`src/rtl/single_port_lutram_requester_if.sv`:
```
// rtl/single_port_lutram_requester_if.sv - request/response channel bundle for the lutram requester
interface single_port_lutram_requester_if #(
  parameter int DATA_W = 64,
  parameter int ADDR_W = 6
);
  logic              request_valid_in;
  logic              request_ready_out;
  logic              request_write_in;
  logic [ADDR_W-1:0] request_addr_in;
  logic [DATA_W-1:0] request_data_in;
  logic              response_valid_out;
  logic              response_ready_in;
  logic [DATA_W-1:0] response_data_out;
  logic [ADDR_W-1:0] response_addr_out;
  logic              response_is_write_out;

  modport slave (
    input  request_valid_in, request_write_in, request_addr_in, request_data_in,
    input  response_ready_in,
    output request_ready_out,
    output response_valid_out, response_data_out, response_addr_out, response_is_write_out
  );

  modport master (
    output request_valid_in, request_write_in, request_addr_in, request_data_in,
    output response_ready_in,
    input  request_ready_out,
    input  response_valid_out, response_data_out, response_addr_out, response_is_write_out
  );
endinterface

```
`src/rtl/single_port_lutram_requester.sv`:
```
// rtl/single_port_lutram_requester.sv - request-side controller for single_port_lutram (optional LUTRAM_REQUESTER_WRITE_ACK_EN)
module single_port_lutram_requester #(
  parameter int SINGLE_ENTRY_SIZE_IN_BITS = 64,
  parameter int NUM_SET                   = 64,
  parameter int SET_PTR_WIDTH_IN_BITS     = $clog2(NUM_SET),
  parameter int RESP_FIFO_DEPTH           = 2
) (
  input  logic                                 clk_in,
  input  logic                                 reset_in,
  single_port_lutram_requester_if.slave        bus,
  output logic                                 lutram_access_en_out,
  output logic                                 lutram_write_en_out,
  output logic [SET_PTR_WIDTH_IN_BITS-1:0]     lutram_set_addr_out,
  output logic [SINGLE_ENTRY_SIZE_IN_BITS-1:0] lutram_write_entry_out,
  input  logic [SINGLE_ENTRY_SIZE_IN_BITS-1:0] lutram_read_entry_in
);
  localparam int PTR_W = $clog2(RESP_FIFO_DEPTH);
  localparam int CNT_W = PTR_W + 1;
  localparam logic [CNT_W-1:0] DEPTH_C = CNT_W'(RESP_FIFO_DEPTH);

  logic accept, issue, push, pop;
  logic [SINGLE_ENTRY_SIZE_IN_BITS-1:0] push_data;

  // One outstanding storage access at most: the cycle after an accept, its result is pushed
  logic                             pend_q, pend_d;
  logic [SET_PTR_WIDTH_IN_BITS-1:0] pend_addr_q, pend_addr_d;
`ifdef LUTRAM_REQUESTER_WRITE_ACK_EN
  logic                                 pend_write_q, pend_write_d;
  logic [SINGLE_ENTRY_SIZE_IN_BITS-1:0] pend_data_q, pend_data_d;
  logic                                 fifo_wr_q [RESP_FIFO_DEPTH];
`endif

  logic [CNT_W-1:0] count_q, count_d;
  logic [PTR_W-1:0] wr_ptr_q, wr_ptr_d, rd_ptr_q, rd_ptr_d;
  logic [SINGLE_ENTRY_SIZE_IN_BITS-1:0] fifo_data_q [RESP_FIFO_DEPTH];
  logic [SET_PTR_WIDTH_IN_BITS-1:0]     fifo_addr_q [RESP_FIFO_DEPTH];

  // Handshake, credits from registered state only, and the storage port
  always_comb begin
    bus.request_ready_out  = (count_q + {{PTR_W{1'b0}}, pend_q}) < DEPTH_C;
    accept                 = bus.request_valid_in & bus.request_ready_out;
    lutram_access_en_out   = accept;
    lutram_write_en_out    = accept & bus.request_write_in;
    lutram_set_addr_out    = bus.request_addr_in;
    lutram_write_entry_out = bus.request_data_in;
`ifdef LUTRAM_REQUESTER_WRITE_ACK_EN
    issue     = accept;
    push_data = pend_write_q ? pend_data_q : lutram_read_entry_in;
`else
    issue     = accept & ~bus.request_write_in;
    push_data = lutram_read_entry_in;
`endif
    push = pend_q;
    pop  = bus.response_valid_out & bus.response_ready_in;
  end

  // Next-state for the pending slot and FIFO bookkeeping
  always_comb begin
    pend_d      = issue;
    pend_addr_d = issue ? bus.request_addr_in : pend_addr_q;
`ifdef LUTRAM_REQUESTER_WRITE_ACK_EN
    pend_write_d = issue ? bus.request_write_in : pend_write_q;
    pend_data_d  = issue ? bus.request_data_in  : pend_data_q;
`endif
    wr_ptr_d = push ? wr_ptr_q + PTR_W'(1) : wr_ptr_q;
    rd_ptr_d = pop  ? rd_ptr_q + PTR_W'(1) : rd_ptr_q;
    count_d  = count_q;
    if (push && !pop)      count_d = count_q + CNT_W'(1);
    else if (!push && pop) count_d = count_q - CNT_W'(1);
  end

  // Control registers; reset drops any in-flight access without a response
  always_ff @(posedge clk_in or posedge reset_in) begin
    if (reset_in) begin
      pend_q      <= 1'b0;
      pend_addr_q <= '0;
`ifdef LUTRAM_REQUESTER_WRITE_ACK_EN
      pend_write_q <= 1'b0;
      pend_data_q  <= '0;
`endif
      count_q  <= '0;
      wr_ptr_q <= '0;
      rd_ptr_q <= '0;
    end else begin
      pend_q      <= pend_d;
      pend_addr_q <= pend_addr_d;
`ifdef LUTRAM_REQUESTER_WRITE_ACK_EN
      pend_write_q <= pend_write_d;
      pend_data_q  <= pend_data_d;
`endif
      count_q  <= count_d;
      wr_ptr_q <= wr_ptr_d;
      rd_ptr_q <= rd_ptr_d;
    end
  end

  // Response FIFO storage, cleared on reset so the head reads as zero
  always_ff @(posedge clk_in or posedge reset_in) begin
    if (reset_in) begin
      for (int i = 0; i < RESP_FIFO_DEPTH; i++) begin
        fifo_data_q[i] <= '0;
        fifo_addr_q[i] <= '0;
`ifdef LUTRAM_REQUESTER_WRITE_ACK_EN
        fifo_wr_q[i]   <= 1'b0;
`endif
      end
    end else if (push) begin
      fifo_data_q[wr_ptr_q] <= push_data;
      fifo_addr_q[wr_ptr_q] <= pend_addr_q;
`ifdef LUTRAM_REQUESTER_WRITE_ACK_EN
      fifo_wr_q[wr_ptr_q]   <= pend_write_q;
`endif
    end
  end

  // Response channel presents the FIFO head
  always_comb begin
    bus.response_valid_out = (count_q != '0);
    bus.response_data_out  = fifo_data_q[rd_ptr_q];
    bus.response_addr_out  = fifo_addr_q[rd_ptr_q];
`ifdef LUTRAM_REQUESTER_WRITE_ACK_EN
    bus.response_is_write_out = fifo_wr_q[rd_ptr_q];
`else
    bus.response_is_write_out = 1'b0;
`endif
  end
endmodule
```
`src/flat_wrapper.sv`:
```
// flat-port wrapper written by rule: the top's interface ports become plain ports
module single_port_lutram_requester_flat 
#(
  parameter int SINGLE_ENTRY_SIZE_IN_BITS = 64,
  parameter int NUM_SET                   = 64,
  parameter int SET_PTR_WIDTH_IN_BITS     = $clog2(NUM_SET),
  parameter int RESP_FIFO_DEPTH           = 2
)
  (clk_in, reset_in, lutram_access_en_out, lutram_write_en_out, lutram_set_addr_out, lutram_write_entry_out, lutram_read_entry_in, bus_request_valid_in, bus_request_write_in, bus_request_addr_in, bus_request_data_in, bus_response_ready_in, bus_request_ready_out, bus_response_valid_out, bus_response_data_out, bus_response_addr_out, bus_response_is_write_out);
  single_port_lutram_requester_if bus_i ();
  input  logic clk_in;
  input  logic reset_in;
  output logic lutram_access_en_out;
  output logic lutram_write_en_out;
  output logic [SET_PTR_WIDTH_IN_BITS-1:0] lutram_set_addr_out;
  output logic [SINGLE_ENTRY_SIZE_IN_BITS-1:0] lutram_write_entry_out;
  input  logic [SINGLE_ENTRY_SIZE_IN_BITS-1:0] lutram_read_entry_in;
  input wire logic [$bits(bus_i.request_valid_in)-1:0] bus_request_valid_in;
  input wire logic [$bits(bus_i.request_write_in)-1:0] bus_request_write_in;
  input wire logic [$bits(bus_i.request_addr_in)-1:0] bus_request_addr_in;
  input wire logic [$bits(bus_i.request_data_in)-1:0] bus_request_data_in;
  input wire logic [$bits(bus_i.response_ready_in)-1:0] bus_response_ready_in;
  output wire logic [$bits(bus_i.request_ready_out)-1:0] bus_request_ready_out;
  output wire logic [$bits(bus_i.response_valid_out)-1:0] bus_response_valid_out;
  output wire logic [$bits(bus_i.response_data_out)-1:0] bus_response_data_out;
  output wire logic [$bits(bus_i.response_addr_out)-1:0] bus_response_addr_out;
  output wire logic [$bits(bus_i.response_is_write_out)-1:0] bus_response_is_write_out;
  assign bus_i.request_valid_in = bus_request_valid_in;
  assign bus_i.request_write_in = bus_request_write_in;
  assign bus_i.request_addr_in = bus_request_addr_in;
  assign bus_i.request_data_in = bus_request_data_in;
  assign bus_i.response_ready_in = bus_response_ready_in;
  assign bus_request_ready_out = bus_i.request_ready_out;
  assign bus_response_valid_out = bus_i.response_valid_out;
  assign bus_response_data_out = bus_i.response_data_out;
  assign bus_response_addr_out = bus_i.response_addr_out;
  assign bus_response_is_write_out = bus_i.response_is_write_out;
  single_port_lutram_requester #(.SINGLE_ENTRY_SIZE_IN_BITS(SINGLE_ENTRY_SIZE_IN_BITS), .NUM_SET(NUM_SET), .SET_PTR_WIDTH_IN_BITS(SET_PTR_WIDTH_IN_BITS), .RESP_FIFO_DEPTH(RESP_FIFO_DEPTH)) u_core (.clk_in(clk_in), .reset_in(reset_in), .bus(bus_i), .lutram_access_en_out(lutram_access_en_out), .lutram_write_en_out(lutram_write_en_out), .lutram_set_addr_out(lutram_set_addr_out), .lutram_write_entry_out(lutram_write_entry_out), .lutram_read_entry_in(lutram_read_entry_in));
endmodule
```
`config.mk`:
```
export PLATFORM = sky130hd
export DESIGN_NAME = single_port_lutram_requester_flat
export DESIGN_NICKNAME = d
export VERILOG_FILES = /design/src/rtl/single_port_lutram_requester_if.sv /design/src/rtl/single_port_lutram_requester.sv /design/src/flat_wrapper.sv
export SDC_FILE = /design/constraint.sdc
export NUM_CORES = 1
export LEC_CHECK = 0
export CAP_MARGIN = 20
export CORE_MARGIN = 1
export CORE_UTILIZATION = 44
export CTS_CLUSTER_DIAMETER = 40
export CTS_CLUSTER_SIZE = 40
export DETAILED_ROUTE_END_ITERATION = 10
export HOLD_SLACK_MARGIN = 0.05
export PLACE_DENSITY = 0.86
export SLEW_MARGIN = 5
export SYNTH_ARGS = -nofsm -noshare
export SYNTH_HDL_FRONTEND = slang
export SYNTH_SLANG_ARGS = --single-unit
```
`constraint.sdc`:
```
create_clock -name clk_in -period 7.3 [get_ports clk_in]
set_clock_uncertainty 0.2 [all_clocks]
set_input_delay 1.46 -clock clk_in [delete_from_list [all_inputs] [get_ports clk_in]]
set_output_delay 1.46 -clock clk_in [all_outputs]
set_load 0.05 [all_outputs]
```
==> flow_summary.json, run 1 <==
{
  "status": "completed",
  "root_buffer": "clkbuf_16",
  "grt_pass1_vias": 4517,
  "netlist_area_mm2": 0.00700,
  "cts_resized": 0,
  "io_buffers": 154,
  "holdPathEnd": "u_core.fifo_data_q[16]$_DFFE_PP0P_",
  "crit_arrival_ns": 2.95,
  "ys_seq_elements": 151,
  "cts.path.max_buffers": 2,
  "gp_congestion": 0.747,
  "crit_chain": "clkdlybuf4s50_1 > and3_1 > clkdlybuf4s50_1",
  "drive_gt1_share_pct": 44.3,
  "critical_path.slowest_cell": "clkdlybuf4s50_1",
  "final_cell_count_no_fill": 786,
  "cts_hold_buf": 0,
  "worstSetupPathType": "input pin to output port",
  "via_per_inst": 4.96,
  "startpoint_type": "input pin",
  "ys_seq_area_share_pct": 54.0,
  "die_x_um": 128,
  "synth_area_leader_cell": "dfrtp_1",
  "endpoint_kind": "output port",
  "ys_warn_count": 0,
  "ant_nets": 0,
  "p_leak_nw": 3.62,
  "post-route-period-util_pct": 63.2,
  "cts.sinks": 151,
  "dr.pass1.iters": 4,
  "num_vias": 3899,
  "tns_ns": 0,
  "vdd_drop_max_mv": 0.408,
  "hold_viol": 0,
  "synth_nets": 620,
  "period_needed_ns": 4.61,
  "regToRegEndpoint": "u_core.fifo_data_q[106]$_DFFE_PP0P_",
  "fill_cells": 1174,
  "cts_made_buffers": 17,
  "die_y_um": 128,
  "setup_viol": 0,
  "start_util_pct": 45.6,
  "final_net_count": 702,
  "synthDistinctLibCells": 19,
  "insertedDiodeCount": 0,
  "relSlewSlack_pct": 32.7,
  "syn_inst": 480,
  "synth_top_area_share_pct": 54.0,
  "holdCritPathClass": "register to register",
  "grt_start_max_net_pins": 80,
  "multi_input_area_mm2": 0.00259,
  "maxSlewViolCount": 0,
  "hpwl_mm": 9.74,
  "grt_pass1_wl_mm": 23.1,
  "reg2reg_from": "u_core.pend_q$_DFF_PP0_",
  "max_freq_mhz": 217,
  "worst-r2r-cell-count": 3,
  "ios": 284,
  "clock_latency_ns": 0.41,
  "critPathBufInv": 2,
  "crit_required_ns": 5.64,
  "routed_wl_mm": 14.6,
  "syn2layout_area_growth_pct": 25.1,
  "path_max_fanout": 2,
  "synth_area_per_cell_um2": 14.6,
  "overflow": 0,
  "hold_depth": 1,
  "worst_pin_slew_ns": 1.01,
  "place_inst": 754,
  "drv_cap": 0,
  "rsz0062_at_grt": "no",
  "cts_tree": "built",
  "antenna_found_initial": 0,
  "synth.area.top_cells": "dfrtp_1, mux2_2, buf_4",
  "min_from": "u_core.fifo_data_q[16]$_DFFE_PP0P_",
  "cp_top_family": "buffers and inverters",
  "die_area_mm2": 0.0164,
  "ff2ff_setup_slack_ns": 5.06,
  "num_rows": 45,
  "grt_usage_pct": 18.5,
  "cp_common_cell": "clkdlybuf4s50_1",
  "core_area_mm2": 0.0154,
  "wire_per_inst_um": 18.6,
  "cts_max_level": 4,
  "cpPeakStageDelay_ns": 0.80,
  "powerDensity_mw_per_mm2": 582,
  "power_mw": 5.10,
  "post-cts-setup-buffers": 0,
  "clkTransAtPathRegs_ns": 0.06,
  "drt-initial-drc-count": 125,
  "regArea_mm2": 0.00378,
  "drcViolationCount": 0
}
-- report_power, final --
part	switching (mW)	internal (mW)
clock network	0.334	0.474
logic	1.62	1.19
registers	0.220	1.26
-- worst register-to-register path: cells and delay by family (launching register included) --
kind	cells	cell delay, ns
buffers and inverters	1	0.75
DFF	1	0.51
muxes	1	0.46
and+or+nand+nor	1	0.20
-- final cells by class --
type                    instances  share of cell area (%)
well taps                     211                    3.01
flip-flops and latches        151                    43.1
inverters                       1                   0.100
clock buffers                  24                    5.61
clock inverters                 8                   0.714
multi-input cells             234                    29.6
repair buffers                157                    17.8
-- cell usage after synthesis, drive strengths merged --
master	instances
and3b	1
or2	1
nand2	2
buf	90
ha	1
dfrtp	151
nor2b	1
conb	1
and3	1
xnor2	2
nor2	2
xor2	3
mux2	216
nor4b	1
clkbuf	4
inv	1
a21boi	1
and2	1
-- per-layer routing --
metal / vias to the layer above / part of all wire (%) / GRT usage (%)
met1: 1955 / 36 / 18.7
met2: 152 / 52 / 33.0
met4: 0 / 1.8 / 6.71
met3: 31 / 9.6 / 8.72
met5: - / 0 / 0
li1: 1761 / - / -
-- cell families (layout without fill, tap and decap cells) --
kind of cell               after synthesis  after routing  synth area share, %
and+or+nand+nor                         10             10                 1.04
adders and majority gates                1              1                0.179
other                                    1              1               0.0536
xor gates and xnor gates                 5              5                0.626
muxes                                  216            216                 34.7
AOI/OAI and AO/OA                        1              1                0.161
buffers and inverters                   95            190                 9.24
DFF                                    151            151                 54.0
-- flip-flops by register name, indices dropped and copies added, names as in the netlist --
name,count
u_core.count_q,2
u_core.fifo_addr_q,12
u_core.fifo_data_q,128
u_core.pend_addr_q,6
u_core.pend_q,1
u_core.rd_ptr_q,1
u_core.wr_ptr_q,1
-- placed cells by master (no fill, tap or decap), types with 2 or more instances in the layout --
master,instances
clkbuf_8,4
xnor2_1,2
mux2_2,216
clkbuf_16,17
clkdlybuf4s50_1,154
buf_4,3
clkbuf_1,3
inv_6,4
xor2_1,3
nor2_1,2
dfrtp_1,150
clkinvlp_4,3
-- worst max path at each step --
| stage | from | end | slack [ns] | depth (start not counted) |
|---|---|---|---|---|
| global route | bus_request_write_in | lutram_write_en_out | 2.65 | 3 |
| detailed placement | bus_request_write_in | lutram_write_en_out | 2.68 | 3 |
| finish | bus_request_write_in | lutram_write_en_out | 2.69 | 3 |
| global placement | bus_request_write_in | lutram_write_en_out | 2.69 | 3 |
| CTS | bus_request_write_in | lutram_write_en_out | 2.69 | 3 |
| floorplan | reset_in | u_core.count_q[0]$_DFFE_PP0P_ | 1.58 | 1 |
-- stage by stage --
stage,area [um^2],util (%),hold slack (ns),setup slack (ns)
after floorplan,7000,-,0.261,1.58
after global placement,8210,53.4,0.277,2.69
after detailed placement,8210,53.4,0.287,2.68
after CTS,8760,57.0,0.302,2.69
after global routing,8760,57.0,0.311,2.65
final,8760,57.0,0.300,2.69
Power figures use the tool's default switching activity.
==> run 2, diff against run 1 <==
- clock period: 7.3 -> 4.45 ns (I/O delays scaled with it)
==> run 2 against run 1 <==
  * Cell area rose by 1.4%
  * Non-clock buffer count increased by 3
  * Sequential share of layout area is 0.61 points lower
  * Routed wire length up 0.65%
  * First-iteration DRC count down 10%
  * Power up 67%
==> flow_summary.json, run 2 (same netlist as run 1, synthesis figures left out) <==
{
  "antenna_found_initial": 0,
  "via_per_inst": 5.05,
  "busiest_layer": "met2",
  "setup_viol": 0,
  "worst_pin_slew_ns": 1.01,
  "overflow": 0,
  "grtUsageMet2_pct": 31.9,
  "cpPeakStageDelay_ns": 0.72,
  "grt_usage_pct": 18.9,
  "clkTransAtPathRegs_ns": 0.06,
  "final_core_util_pct": 57.8,
  "die_x_um": 128,
  "drive_gt1_share_pct": 44.5,
  "path_max_fanout": 41,
  "regArea_mm2": 0.00378,
  "critical_path.slowest_cell": "clkdlybuf4s50_1",
  "drt-initial-drc-count": 112,
  "grt_pass1_vias": 4575,
  "cts_hold_buf": 0,
  "tns_ns": 0,
  "top_register": "u_core.fifo_data_q",
  "hpwl_mm": 10.2,
  "cts_max_level": 4,
  "num_rows": 45,
  "holdCritPathClass": "register to register",
  "power_mw": 8.51,
  "syn2layout_area_growth_pct": 26.9,
  "grt_use_met3_pct": 8.60,
  "fill_cells": 1190,
  "multi_input_area_mm2": 0.00259,
  "vdd_drop_max_mv": 0.730,
  "ios": 284,
  "num_vias": 3981,
  "crit_required_ns": 3.36,
  "final_common_cell": "mux2_2",
  "cts.sinks": 151,
  "rsz0062_at_grt": "no",
  "hold_viol": 0,
  "max_freq_mhz": 287,
  "cts_resized": 0,
  "dr.pass1.iters": 4,
  "cts_made_buffers": 17,
  "post-cts-setup-buffers": 0,
  "insertedDiodeCount": 0,
  "reg_top3": "u_core.fifo_data_q x128, u_core.fifo_addr_q x12, u_core.pend_addr_q x6",
  "p_leak_nw": 3.67,
  "gp_congestion": 0.701,
  "startpoint_type": "register",
  "cts_tree": "built",
  "use_met1_pct": 20.7,
  "drcViolationCount": 0,
  "root_buffer": "clkbuf_16",
  "grt_pass1_wl_mm": 23.6,
  "clock_latency_ns": 0.41,
  "crit_chain": "buf_4 > mux2_2 > clkdlybuf4s50_1",
  "core_area_mm2": 0.0154,
  "cts.path.max_buffers": 2,
  "drv_cap": 0,
  "period_needed_ns": 3.49,
  "status": "completed",
  "grt_start_max_net_pins": 71,
  "crit_arrival_ns": 2.40,
  "io_buffers": 154,
  "maxSlewViolCount": 0,
  "start_util_pct": 45.6,
  "post-route-period-util_pct": 78.3,
  "routed_wl_mm": 14.7,
  "final_net_count": 705,
  "ant_nets": 0,
  "powerDensity_mw_per_mm2": 958,
  "largest_register_ffs": 128,
  "relSlewSlack_pct": 32.5,
  "die_area_mm2": 0.0164,
  "mostFrequentLayoutCells": "mux2_2, clkdlybuf4s50_1, dfrtp_1",
  "endpoint_kind": "output port",
  "wire_per_inst_um": 18.6,
  "worstSetupPathType": "register to output port",
  "die_y_um": 128
}
## run 2: critical path: cells and delay by family, from the launching register on
family                 cells  cell delay [ns]
buffers and inverters      2             1.20
multiplexers               1             0.42
flip-flops                 1             0.35
## run 2: where the power goes
group | internal [mW] | total [mW] | switching [mW]
registers | 2.07 | 2.43 | 0.360
logic | 1.96 | 4.61 | 2.66
clock network | 0.918 | 1.47 | 0.549
total | 4.95 | 8.51 | 3.57
## run 2: metrics by stage
step           instance area, um^2  cells  hold WS, ns  setup slack (ns)
6_report                      8890    789        0.301             0.965
2_1_floorplan                 7010    480        0.261              1.44
4_1_cts                       8870    788        0.301             0.907
5_1_grt                       8890    789        0.311             0.866
3_3_place_gp                  8260    756        0.280             0.983
3_5_place_dp                  8260    756        0.288             0.995
## run 2: layout make-up
type                            count  share of cell area [%]
Clock buffer                       23                    5.27
Sequential cell                   151                    42.5
Multi-Input combinational cell    234                    29.2
Clock inverter                      9                    1.58
Tap cell                          211                    2.97
Inverter                            1                  0.0845
Timing Repair Buffer              160                    18.4
## run 2: path summary, 6_finish.rpt
path / startpoint / to / slack [ns] / cells past startpoint
hold reg to reg: u_core.fifo_addr_q[5]$_DFFE_PP0P_ / u_core.fifo_addr_q[5]$_DFFE_PP0P_ / 0.30 / 1
max in group asynchronous: reset_in / u_core.fifo_data_q[61]$_DFFE_PP0P_ / 2.67 / 4
hold / removal: u_core.fifo_addr_q[5]$_DFFE_PP0P_ / u_core.fifo_addr_q[5]$_DFFE_PP0P_ / 0.30 / 1
setup reg to reg: u_core.pend_q$_DFF_PP0_ / u_core.fifo_data_q[69]$_DFFE_PP0P_ / 2.02 / 3
min in group asynchronous: reset_in / u_core.pend_addr_q[0]$_DFFE_PP0P_ / 0.56 / 2
setup / recovery: u_core.rd_ptr_q$_DFFE_PP0P_ / bus_response_data_out[30] / 0.96 / 3
## run 2: metal layers
layer / routed length (um) / part of all wire (%) / up-vias
met3: 1530 / 10 / 35
met2: 7290 / 50 / 158
met4: 277 / 1.9 / 0
met1: 5600 / 38 / 2008
li1: - / - / 1780
met5: 0 / 0 / -
